## src/rtl/result_wb.sv

```systemverilog
// Writeback engine: drains result words from the transposition unit into SP BRAM
// using the tiled layout, optionally adding the existing BRAM content lane-wise first.
module result_wb #(
    parameter int DATA_W       = 64,
    parameter int LANE_W       = 16,
    parameter int RD_LAT       = 1,
    parameter int ROW_STRIDE   = 128,
    parameter int BLOCK_STRIDE = 512
) (
    input  logic              clk,
    input  logic              rst,
    input  logic              start,
    input  logic [31:0]       base_addr,
    input  logic [15:0]       num_words,
    input  logic              accum_en,
    input  logic              res_valid,
    input  logic [DATA_W-1:0] res_data,
    output logic              res_ready,
    output logic              rd_en,
    output logic [31:0]       rd_addr,
    input  logic [DATA_W-1:0] rd_data,
    output logic              wr_en,
    output logic [31:0]       wr_addr,
    output logic [DATA_W-1:0] wr_data,
    output logic              busy,
    output logic              done,
    output logic [15:0]       word_cnt
);

    localparam int LANES = DATA_W / LANE_W;

    typedef enum logic [1:0] {S_IDLE, S_DRAIN, S_FLUSH, S_DONE} state_t;

    state_t             r_state;
    state_t             w_state_next;
    logic [31:0]        r_base;
    logic [15:0]        r_num;
    logic [15:0]        r_word_cnt;
    logic               r_accum;

    // Delay line aligning each word and its address with the BRAM read data.
    logic [RD_LAT-1:0]  r_pipe_vld;
    logic [DATA_W-1:0]  r_pipe_data [RD_LAT];
    logic [31:0]        r_pipe_addr [RD_LAT];

    logic               r_wr_en;
    logic [31:0]        r_wr_addr;
    logic [DATA_W-1:0]  r_wr_data;

    logic               w_accept;
    logic [31:0]        w_addr;
    logic [DATA_W-1:0]  w_sum;
    logic [DATA_W-1:0]  w_wr_data;

    assign res_ready = (r_state == S_DRAIN) && (r_word_cnt < r_num);
    assign w_accept  = res_valid && res_ready;

    // Word k lands at row k[1:0] of tile k>>2.
    assign w_addr = r_base
                  + (32'(r_word_cnt >> 2) * 32'(BLOCK_STRIDE))
                  + (32'(r_word_cnt[1:0]) * 32'(ROW_STRIDE));

    assign rd_en   = w_accept && r_accum;
    assign rd_addr = rd_en ? w_addr : 32'd0;

    genvar gi;
    generate
        for (gi = 0; gi < LANES; gi++) begin : g_lane
            assign w_sum[gi*LANE_W +: LANE_W] = r_pipe_data[RD_LAT-1][gi*LANE_W +: LANE_W]
                                              + rd_data[gi*LANE_W +: LANE_W];
        end
    endgenerate

    assign w_wr_data = r_accum ? w_sum : r_pipe_data[RD_LAT-1];

    always_comb begin
        w_state_next = r_state;
        case (r_state)
            S_IDLE: begin
                if (start) begin
                    w_state_next = (num_words != 16'd0) ? S_DRAIN : S_DONE;
                end
            end
            S_DRAIN: begin
                if (w_accept && (r_word_cnt + 16'd1 == r_num)) begin
                    w_state_next = S_FLUSH;
                end
            end
            S_FLUSH: begin
                // The output register may still hold the last write; done follows it.
                if (r_pipe_vld == '0) begin
                    w_state_next = S_DONE;
                end
            end
            S_DONE:  w_state_next = S_IDLE;
            default: w_state_next = S_IDLE;
        endcase
    end

    always_ff @(posedge clk) begin
        if (rst) begin
            r_state    <= S_IDLE;
            r_base     <= 32'd0;
            r_num      <= 16'd0;
            r_word_cnt <= 16'd0;
            r_accum    <= 1'b0;
            r_pipe_vld <= '0;
            for (int i = 0; i < RD_LAT; i++) begin
                r_pipe_data[i] <= '0;
                r_pipe_addr[i] <= 32'd0;
            end
            r_wr_en    <= 1'b0;
            r_wr_addr  <= 32'd0;
            r_wr_data  <= '0;
        end else begin
            r_state <= w_state_next;
            if ((r_state == S_IDLE) && start) begin
                r_base     <= base_addr;
                r_num      <= num_words;
                r_accum    <= accum_en;
                r_word_cnt <= 16'd0;
            end else if (w_accept) begin
                r_word_cnt <= r_word_cnt + 16'd1;
            end

            r_pipe_vld[0]  <= w_accept;
            r_pipe_data[0] <= res_data;
            r_pipe_addr[0] <= w_addr;
            for (int i = 1; i < RD_LAT; i++) begin
                r_pipe_vld[i]  <= r_pipe_vld[i-1];
                r_pipe_data[i] <= r_pipe_data[i-1];
                r_pipe_addr[i] <= r_pipe_addr[i-1];
            end

            r_wr_en <= r_pipe_vld[RD_LAT-1];
            if (r_pipe_vld[RD_LAT-1]) begin
                r_wr_addr <= r_pipe_addr[RD_LAT-1];
                r_wr_data <= w_wr_data;
            end
        end
    end

    assign wr_en    = r_wr_en;
    assign wr_addr  = r_wr_addr;
    assign wr_data  = r_wr_data;
    assign busy     = (r_state != S_IDLE);
    assign done     = (r_state == S_DONE);
    assign word_cnt = r_word_cnt;

endmodule

```

## config.mk

```make
export PLATFORM = sky130hd
export DESIGN_NAME = result_wb
export DESIGN_NICKNAME = d
export VERILOG_FILES = /design/src/rtl/result_wb.sv
export SDC_FILE = /design/constraint.sdc
export NUM_CORES = 1
export LEC_CHECK = 0
export CAP_MARGIN = 15
export CORE_MARGIN = 2
export CORE_UTILIZATION = 46
export DETAILED_ROUTE_END_ITERATION = 10
export GPL_TIMING_DRIVEN = 1
export MAX_ROUTING_LAYER = met4
export PLACE_DENSITY_LB_ADDON = 0.2
export SLEW_MARGIN = 10
export SYNTH_ARGS = -nofsm -noshare
export SYNTH_HDL_FRONTEND = slang
export SYNTH_SLANG_ARGS = --single-unit
```

## constraint.sdc

```tcl
create_clock -name clk -period 2.84 [get_ports clk]
set_input_delay 0.284 -clock clk [delete_from_list [all_inputs] [get_ports clk]]
set_output_delay 0.284 -clock clk [all_outputs]
set_load 0.03 [all_outputs]
```

* After elaboration in Yosys (flattened, before gate mapping)
Memories as Yosys holds them, arrays and structs flattened. A register that Yosys moved wholly into a read port is not among the register bits. Cells that the tools add are included.
Operators by class: multiplexer cells 14, order comparisons 1, reduce and logical (&&, ||, !) cells 12, $add $sub $neg 7, equality and inequality tests 7
Operator list (number):
- 64-bit two-way mux | 2
- 16-bit adder | 4
- 32-bit two-way mux | 2
- 64-bit OR reduction | 1
- 32-bit by 23-bit adder with 32-bit output | 1
- 32-bit by 9-bit adder with 32-bit output | 1
- 32-bit OR reduction | 1
- 16-bit by 1-bit adder with 16-bit output, second input constant | 1
- 16-bit == test | 1
- 16-bit less-than comparator | 1
- 16-bit nonzero test | 1
- 2-bit two-way mux | 4
- 2-bit case mux with 4 select lines | 1
- 1-bit logical AND | 5
- 1-bit two-way mux | 5
- 2-bit == test, second input constant | 2
- 2-bit inequality test, second input constant | 2
- 3-bit AND reduction | 1
- 2-bit by 1-bit == test with 1-bit output, second input constant | 1
- 2-bit logical NOT | 1
- 2-bit by 1-bit inequality test with 1-bit output, second input constant | 1
- 2-bit nonzero test | 1
- 2-bit OR reduction | 1
Word-level totals: logic and storage cells 51, bits in writable memories 96, memories 2, input port bits 181, output and inout port bits 149, bits in registers 133
Memory list:
- r_pipe_data | depth 1, bits a word 64, rd ports 1, clocked after memory_dff 0, wr ports 1, RTL line 43 | logic [DATA_W-1:0] r_pipe_data [RD_LAT];
- r_pipe_addr | depth 1, bits a word 32, rd ports 1, clocked after memory_dff 1, wr ports 1, RTL line 44 | logic [31:0] r_pipe_addr [RD_LAT];

* Depth between registers and ports, before layout
Gate-level depths: netlist of the first run.
depth in word-level cells 6, mapped depth 11, mapped depth without buffers 11

* Worst setup path before layout of the first run
No wires, ideal clock.
path type reg2out, from register r_word_cnt[0], in the netlist word_cnt[0], to output port rd_addr[25], buffers on the path 0, data required time 2556 ps, arrival 2853 ps, cell stages (with the launch flop) 11, setup slack -297 ps, cell sequence dfxtp_1 ha_1 fa_1 a211o_1 a21oi_1 o311ai_1 a41oi_1 o21ai_1 o2111ai_1 xor2_1 nor2_1
On the way: word-level cells in the longest chain between the ends 5, elaborated cells between the ends (all ways) 6, those cells by class 1 x add/sub; 1 x order compare; 1 x mux; 3 x reduce/logical
RTL lines:
- from (decl) | RTL line 38 | logic [15:0] r_word_cnt;
- from (signal assigned) | RTL line 123 | r_word_cnt <= r_word_cnt + 16'd1;
- 16-bit less-than comparator | RTL line 55 | assign res_ready = (r_state == S_DRAIN) && (r_word_cnt < r_num);
- 1-bit logical AND | RTL line 55
- 1-bit logical AND | RTL line 56 | assign w_accept = res_valid && res_ready;
- 1-bit logical AND | RTL line 63 | assign rd_en = w_accept && r_accum;
- 32-bit two-way mux (*) | RTL line 64 | assign rd_addr = rd_en ? w_addr : 32'd0;
- to (decl) | RTL line 20 | output logic [31:0] rd_addr,
Mark *: on every way between the ends. The rest lies on a longest branch, timed or not.

* Worst setup path in the final report of the first run
from register r_word_cnt[0], in the netlist word_cnt[0], to output port rd_addr[23]
The elaborated chain is that of the path after synthesis.

==> results_dict.tcl, run 1 <==
set metrics [dict create \
    p_leak_nw 7.72 \
    p_clk_frac 0.346 \
    dieArea_sq_um 31100 \
    vias 12892 \
    clock_latency_ns 0.56 \
    cap_violations 0 \
    finalSetupViolations 33 \
    outcome "finished, violations left" \
    combinationalPowerShare 0.292 \
    die_w_microns 176 \
    final_nets 2272 \
    path_class "flip-flop to primary output" \
    seq_area_frac_synth 0.382 \
    netlist_instances 1599 \
    worstPathCellList "ha_4, fa_2, a211o_1, a21oi_4, o311ai_4, a41oi_2, o21bai_1, a21oi_1, xor2_1, buf_4, nor2_4, buf_6" \
    yosys.area.top_type "dfxtp_1" \
    crit_path_max_incr_delay_ns 0.34 \
    drt-initial-drc-count 852 \
    layout-drive-gt1-share 0.168 \
    max_freq_mhz 289 \
    synth_edf_count 0 \
    cp_max_fo 3 \
    grt_setup_unrepaired "true" \
    multiInputGateArea_sq_um 8740 \
    setup_ws_ns -0.619 \
    tightestPinTransition_ns 0.782 \
    postSynth.asyncResetShare 0 \
    postRouteAntennaNets 0 \
    grt-ovfl-total 0 \
    setup_tns_ns -10.49 \
    die_h_microns 176 \
    core-area_sq_um 29500 \
    wire_per_inst_microns 18.1 \
    syn-cell-area_sq_um 13700 \
    cts_tree "built" \
    cp-end-kind "primary output" \
    cts-root-buf "clkbuf_16" \
    swShare 0.317 \
    fin_crit_ns 3.46 \
    synth_area_per_cell_sq_um 8.55 \
    fin_cells 2406 \
    hold_viol 0 \
    grt_pass1_vias 12550 \
    drt_pass1_iterations 6 \
    p_int_mw 8.09 \
    ctsHtreeMaxLevel 1 \
    clkSlewWorstSetupHoldPaths_ns 0.06 \
    r2r_setup_slack_ns 0.04 \
    synthTopCellsByCount "261 x dfxtp_1, 220 x nor2_1, 150 x nand2_1" \
    violations "setup timing" \
    cts_hold_buf 0 \
    power.density_nw_per_um2 591 \
    io_buffers 329 \
    skew_ns 0.0146 \
    worst-path-buf-inv 2 \
    synth_seq_cells 261 \
    grt_usage 0.270 \
    gp_congestion 0.935 \
    yosysWarnings 0 \
    ir_worst_vdd_mv 0.436 \
    crit_arrival_ns 3.17 \
    dp_worst_setup_slack_ns -0.128 \
    synth_top_flop_cell "dfxtp_1" \
    post-route-period-util 1.22 \
    cp_data_required_time_ns 2.56 \
    placementRows 63 \
    antenna_found_initial 5 \
    cts_sinks 261 \
    start_util 0.464 \
    maxSlewViolCount 0 \
    slowest_stage "dfxtp_2" \
    start_kind "flip-flop" \
    fillers 2367 \
    grt_max_degree 133 \
    yosysUniqueCellTypes 70 \
    place_inst 2309 \
    routed_via_density 5.36 \
    critPathTopFamily "compound AO/OA/AOI/OAI gates" \
    seq_power_share 0.362 \
    syn_to_final_growth_pct 46.7 \
    synth.most_common_cell "dfxtp_1" \
    grt_pass1_wl_microns 65700 \
    maxSlewHeadroom 0.479 \
    hp-class "input port to flip-flop" \
    seq_area_sq_um 5260 \
    cts_buffers 30 \
    p_sw_mw 3.76 \
    io_pins 330 \
    drc_errors 0 \
    synthTopCellsByArea "dfxtp_1 38%, ha_1 9.0%, nor2_1 6.0%, mux2i_1 5.0%, a21oi_1 4.3%" \
    cts_max_path_buffers 3 \
    yosysTopAreaCellShare 0.382 \
    syn_nets 1883 \
    detailedPlacementHpwl_microns 29900 \
    totalWireLength_microns 43500 \
]
cells in the final DEF, fill, tap and decap left out, types with 22 or more instances in the layout:
cell type	instances
clkdlybuf4s50_1	294
dfxtp_1	240
nor2_1	195
nand2_1	148
a21oi_1	113
nor2b_1	91
buf_4	83
ha_1	82
mux2i_1	68
a211oi_1	67
inv_1	46
xnor2_1	46
buf_6	41
xor2_1	31
clkbuf_16	31
o21ai_0	25
nor3_1	25
nor2_4	24
nand3_1	22
state kept, by name, summed over array words and instances (netlist names):
signal and cells:
r_base 32, wr_data 64, r_accum 1, r_num 16
r_pipe_vld 1, wr_en 1, r_pipe_addr 32, r_state 2
r_pipe_data 64, word_cnt 16, wr_addr 32
area by class of cell:
cell class / count / share of cell area
Multi-Input combinational cell: 1211 / 0.436
Sequential cell: 261 / 0.262
Timing Repair Buffer: 430 / 0.214
Clock buffer: 41 / 0.0435
Tap cell: 390 / 0.0243
Inverter: 53 / 0.0103
Clock inverter: 14 / 0.00930
Antenna cell: 5 / 0.000624
Timing Repair inverter: 1 / 0.000374
routing by layer:
metal / vias to the layer above / part of all wire / GRT usage
met5: - / 0 / -
met4: 0 / 0.035 / 0.101
met3: 89 / 0.070 / 0.0431
met2: 464 / 0.49 / 0.454
met1: 5978 / 0.41 / 0.327
li1: 6361 / - / -
worst reg2reg max path, delay by kind of cell, from the launching register on:
family                   cells  cell delay (ns)
AO/OA/AOI/OAI                6             1.16
AND/OR/NAND/NOR              1             0.02
flip-flops                   1             0.34
buffers and inverters        4             0.40
adder cells (fa/ha/maj)      2             0.49
XOR/XNOR                     1             0.25
power groups by stage:
| stage | clock, mW | combinational [mW] | sequential (mW) |
|---|---|---|---|
| floorplan | 0 | 1.82 | 4.49 |
| global placement | 0 | 3.12 | 4.33 |
| detailed placement | 0 | 3.17 | 4.34 |
| CTS | 4.16 | 3.34 | 4.27 |
| global route | 4.32 | 3.77 | 4.33 |
| finish | 4.10 | 3.46 | 4.29 |
worst paths after layout:
path | from | endpoint | cells after the start
hold reg to reg | r_base[18] | r_base[18] | 2
hold / removal | rst | r_pipe_data[0][33] | 2
setup / recovery | word_cnt[0] | rd_addr[23] | 12
setup reg to reg | word_cnt[0] | r_pipe_addr[0][29] | 14
stage by stage:
| step | instance area [sq um] | util | hold WS [ns] | power [mW] |
|---|---|---|---|---|
| floorplan | 13900 | - | 0.412 | 6.31 |
| global placement | 17800 | 0.605 | 0.447 | 7.44 |
| detailed placement | 17800 | 0.605 | 0.451 | 7.50 |
| CTS | 19600 | 0.665 | 0.193 | 11.8 |
| global route | 20100 | 0.680 | 0.229 | 12.4 |
| finish | 20100 | 0.680 | 0.207 | 11.8 |
cell families after synthesis:
family / count (synthesis) / share of synthesized area
AO/OA/AOI/OAI: 352 / 0.168
XOR/XNOR: 88 / 0.0564
AND/OR/NAND/NOR: 596 / 0.208
multiplexers: 72 / 0.0531
buffers and inverters: 127 / 0.0351
adder cells (fa/ha/maj): 103 / 0.0970
flip-flops: 261 / 0.382
repair_timing:
item	4_1_cts	5_1_grt
pin swaps	62	45
gates cloned	4	0
setup endpoints to repair	34	40
gates resized for setup	103	73
hold endpoints to repair	0	0
setup buffers	24	17
(Power assumes the default switching activity.)
==> run 2, diff against run 1 <==
Settings changed: HOLD_SLACK_MARGIN set to 0.03.
==> results of run 2 <==
Same layout as run 1: the final DEF is identical, and so are final timing and power.
==> run 3, diff against run 2 <==
Settings changed: CAP_MARGIN 15 to unset, CORE_UTILIZATION 46 to 54.
Clock period 2.84 ns to 4 ns, I/O delays scaled along.
==> results_dict.tcl, run 3 (synthesis gave the netlist of run 1 again) <==
set metrics [dict create \
    layout-drive-gt1-share 0.0684 \
    syn_to_final_growth_pct 33.3 \
    finalSetupViolations 0 \
    cts_buffers 29 \
    hp-start "rst" \
    hold_viol 0 \
    drc_errors 0 \
    worstPathCellList "ha_1, or3_1, a211oi_1, o21ai_1, a31oi_1, o21a_1, o21bai_1, xnor2_1, nor2_1, buf_4" \
    grt-ovfl-total 0 \
    fin_crit_ns 3.77 \
    vias 12619 \
    grt_pass1_vias 12236 \
    placementRows 58 \
    cts_max_path_buffers 3 \
    cp_data_required_time_ns 3.60 \
    cp_max_fo 9 \
    clkSlewWorstSetupHoldPaths_ns 0.06 \
    cts-root-buf "clkbuf_16" \
    maxSlewHeadroom 0.342 \
    detailedPlacementHpwl_microns 28600 \
    io_pins 330 \
    cp-end-kind "primary output" \
    fillers 1952 \
    final_cell_mix "295 x clkdlybuf4s50_1, 259 x dfxtp_1, 220 x nor2_1, 149 x nand2_1, 117 x a21oi_1" \
    worstReg2RegStart "word_cnt[0]" \
    hp-class "input port to flip-flop" \
    final_nets 2190 \
    antenna_found_initial 1 \
    worst-path-buf-inv 1 \
    die_w_microns 163 \
    totalWireLength_microns 39400 \
    start_util 0.546 \
    post-route-period-util 0.942 \
    gp_congestion 0.946 \
    drt_pass1_iterations 5 \
    clock_latency_ns 0.55 \
    tightestPinTransition_ns 0.988 \
    drt-initial-drc-count 842 \
    path_class "flip-flop to primary output" \
    setup_tns_ns 0 \
    slowest_stage "dfxtp_1" \
    p_leak_nw 7.08 \
    routed_via_density 5.58 \
    grt_setup_unrepaired "false" \
    outcome "finished, final reports clean" \
    power.density_nw_per_um2 435 \
    ir_worst_vdd_mv 0.365 \
    seq_area_sq_um 5230 \
    ctsHtreeMaxLevel 1 \
    die_h_microns 163 \
    start_kind "flip-flop" \
    critPathTopFamily "compound AO/OA/AOI/OAI gates" \
    maxSlewViolCount 0 \
    r2r_setup_slack_ns 1.20 \
    grt_pass1_wl_microns 61900 \
    timing.hold.ws_ns 0.352 \
    core-area_sq_um 25000 \
    grt_usage 0.296 \
    postRouteAntennaNets 0 \
    grt_max_degree 177 \
    cap_violations 0 \
    multiInputGateArea_sq_um 7980 \
    final_common_cell "clkdlybuf4s50_1" \
    max_freq_mhz 265 \
    crit_arrival_ns 3.37 \
    cts_tree "built" \
    cts_sinks 261 \
    crit_path_max_incr_delay_ns 0.44 \
    startpoint "word_cnt[4]" \
    dieArea_sq_um 26600 \
    skew_ns 0.0117 \
    io_buffers 329 \
    wire_per_inst_microns 17.4 \
]
-- run 3: metrics by stage --
stage | instances | setup WS (ns) | utilization | instance area (sq um) | power, mW
2_1_floorplan | 1599 | 0.747 | - | 13700 | 4.45
3_3_place_gp | 2205 | 0.735 | 0.688 | 17200 | 5.16
3_5_place_dp | 2205 | 0.651 | 0.688 | 17200 | 5.22
4_1_cts | 2259 | 0.0653 | 0.728 | 18200 | 7.96
5_1_grt | 2260 | 0.0385 | 0.728 | 18200 | 8.30
6_report | 2260 | 0.233 | 0.728 | 18200 | 7.93
-- run 3: cell type report --
type / instances / area share
diodes: 1 / 0.000137
clock buffers: 42 / 0.0463
clock inverters: 12 / 0.00824
inverters: 53 / 0.0109
multi-input cells: 1211 / 0.438
flip-flops and latches: 261 / 0.287
well taps: 330 / 0.0227
repair buffers: 350 / 0.187
-- run 3: metal layers --
metal  track usage  vias up  part of all wire
met2         0.507      417              0.48
met4         0.111        0             0.040
met5             -        -                 0
li1              -     6200                 -
met3        0.0503      101             0.068
met1         0.350     5901              0.41
-- run 3: final timing paths --
| kind | end | cells after the start |
|---|---|---|
| max | rd_addr[22] | 10 |
| max reg2reg | r_pipe_addr[0][25] | 10 |
| min reg2reg | r_base[2] | 2 |
| min | r_pipe_data[0][30] | 2 |
-- run 3: repair_timing --
item	in CTS	in global routing
hold endpoints to repair	0	0
gates resized for setup	0	2
hold buffers	0	0
setup buffers	0	0
endpoints found under the setup margin	0	5
-- run 3: where the power goes --
part | internal [mW] | total, mW | switching [mW]
Sequential | 2.85 | 3.05 | 0.201
Combinational | 0.927 | 2.13 | 1.21
Clock | 1.66 | 2.75 | 1.09
Total | 5.43 | 7.93 | 2.50
-- run 3: worst register-to-register path, cell delays in order, from the launching register on --
cell	delay (ns)
dfxtp_1	0.37
ha_1	0.28
fa_1	0.44
a211o_1	0.30
a21oi_1	0.21
o311ai_1	0.17
a41oi_2	0.33
o21ai_2	0.13
o2111ai_1	0.15
xor2_1	0.21
nor2_1	0.07
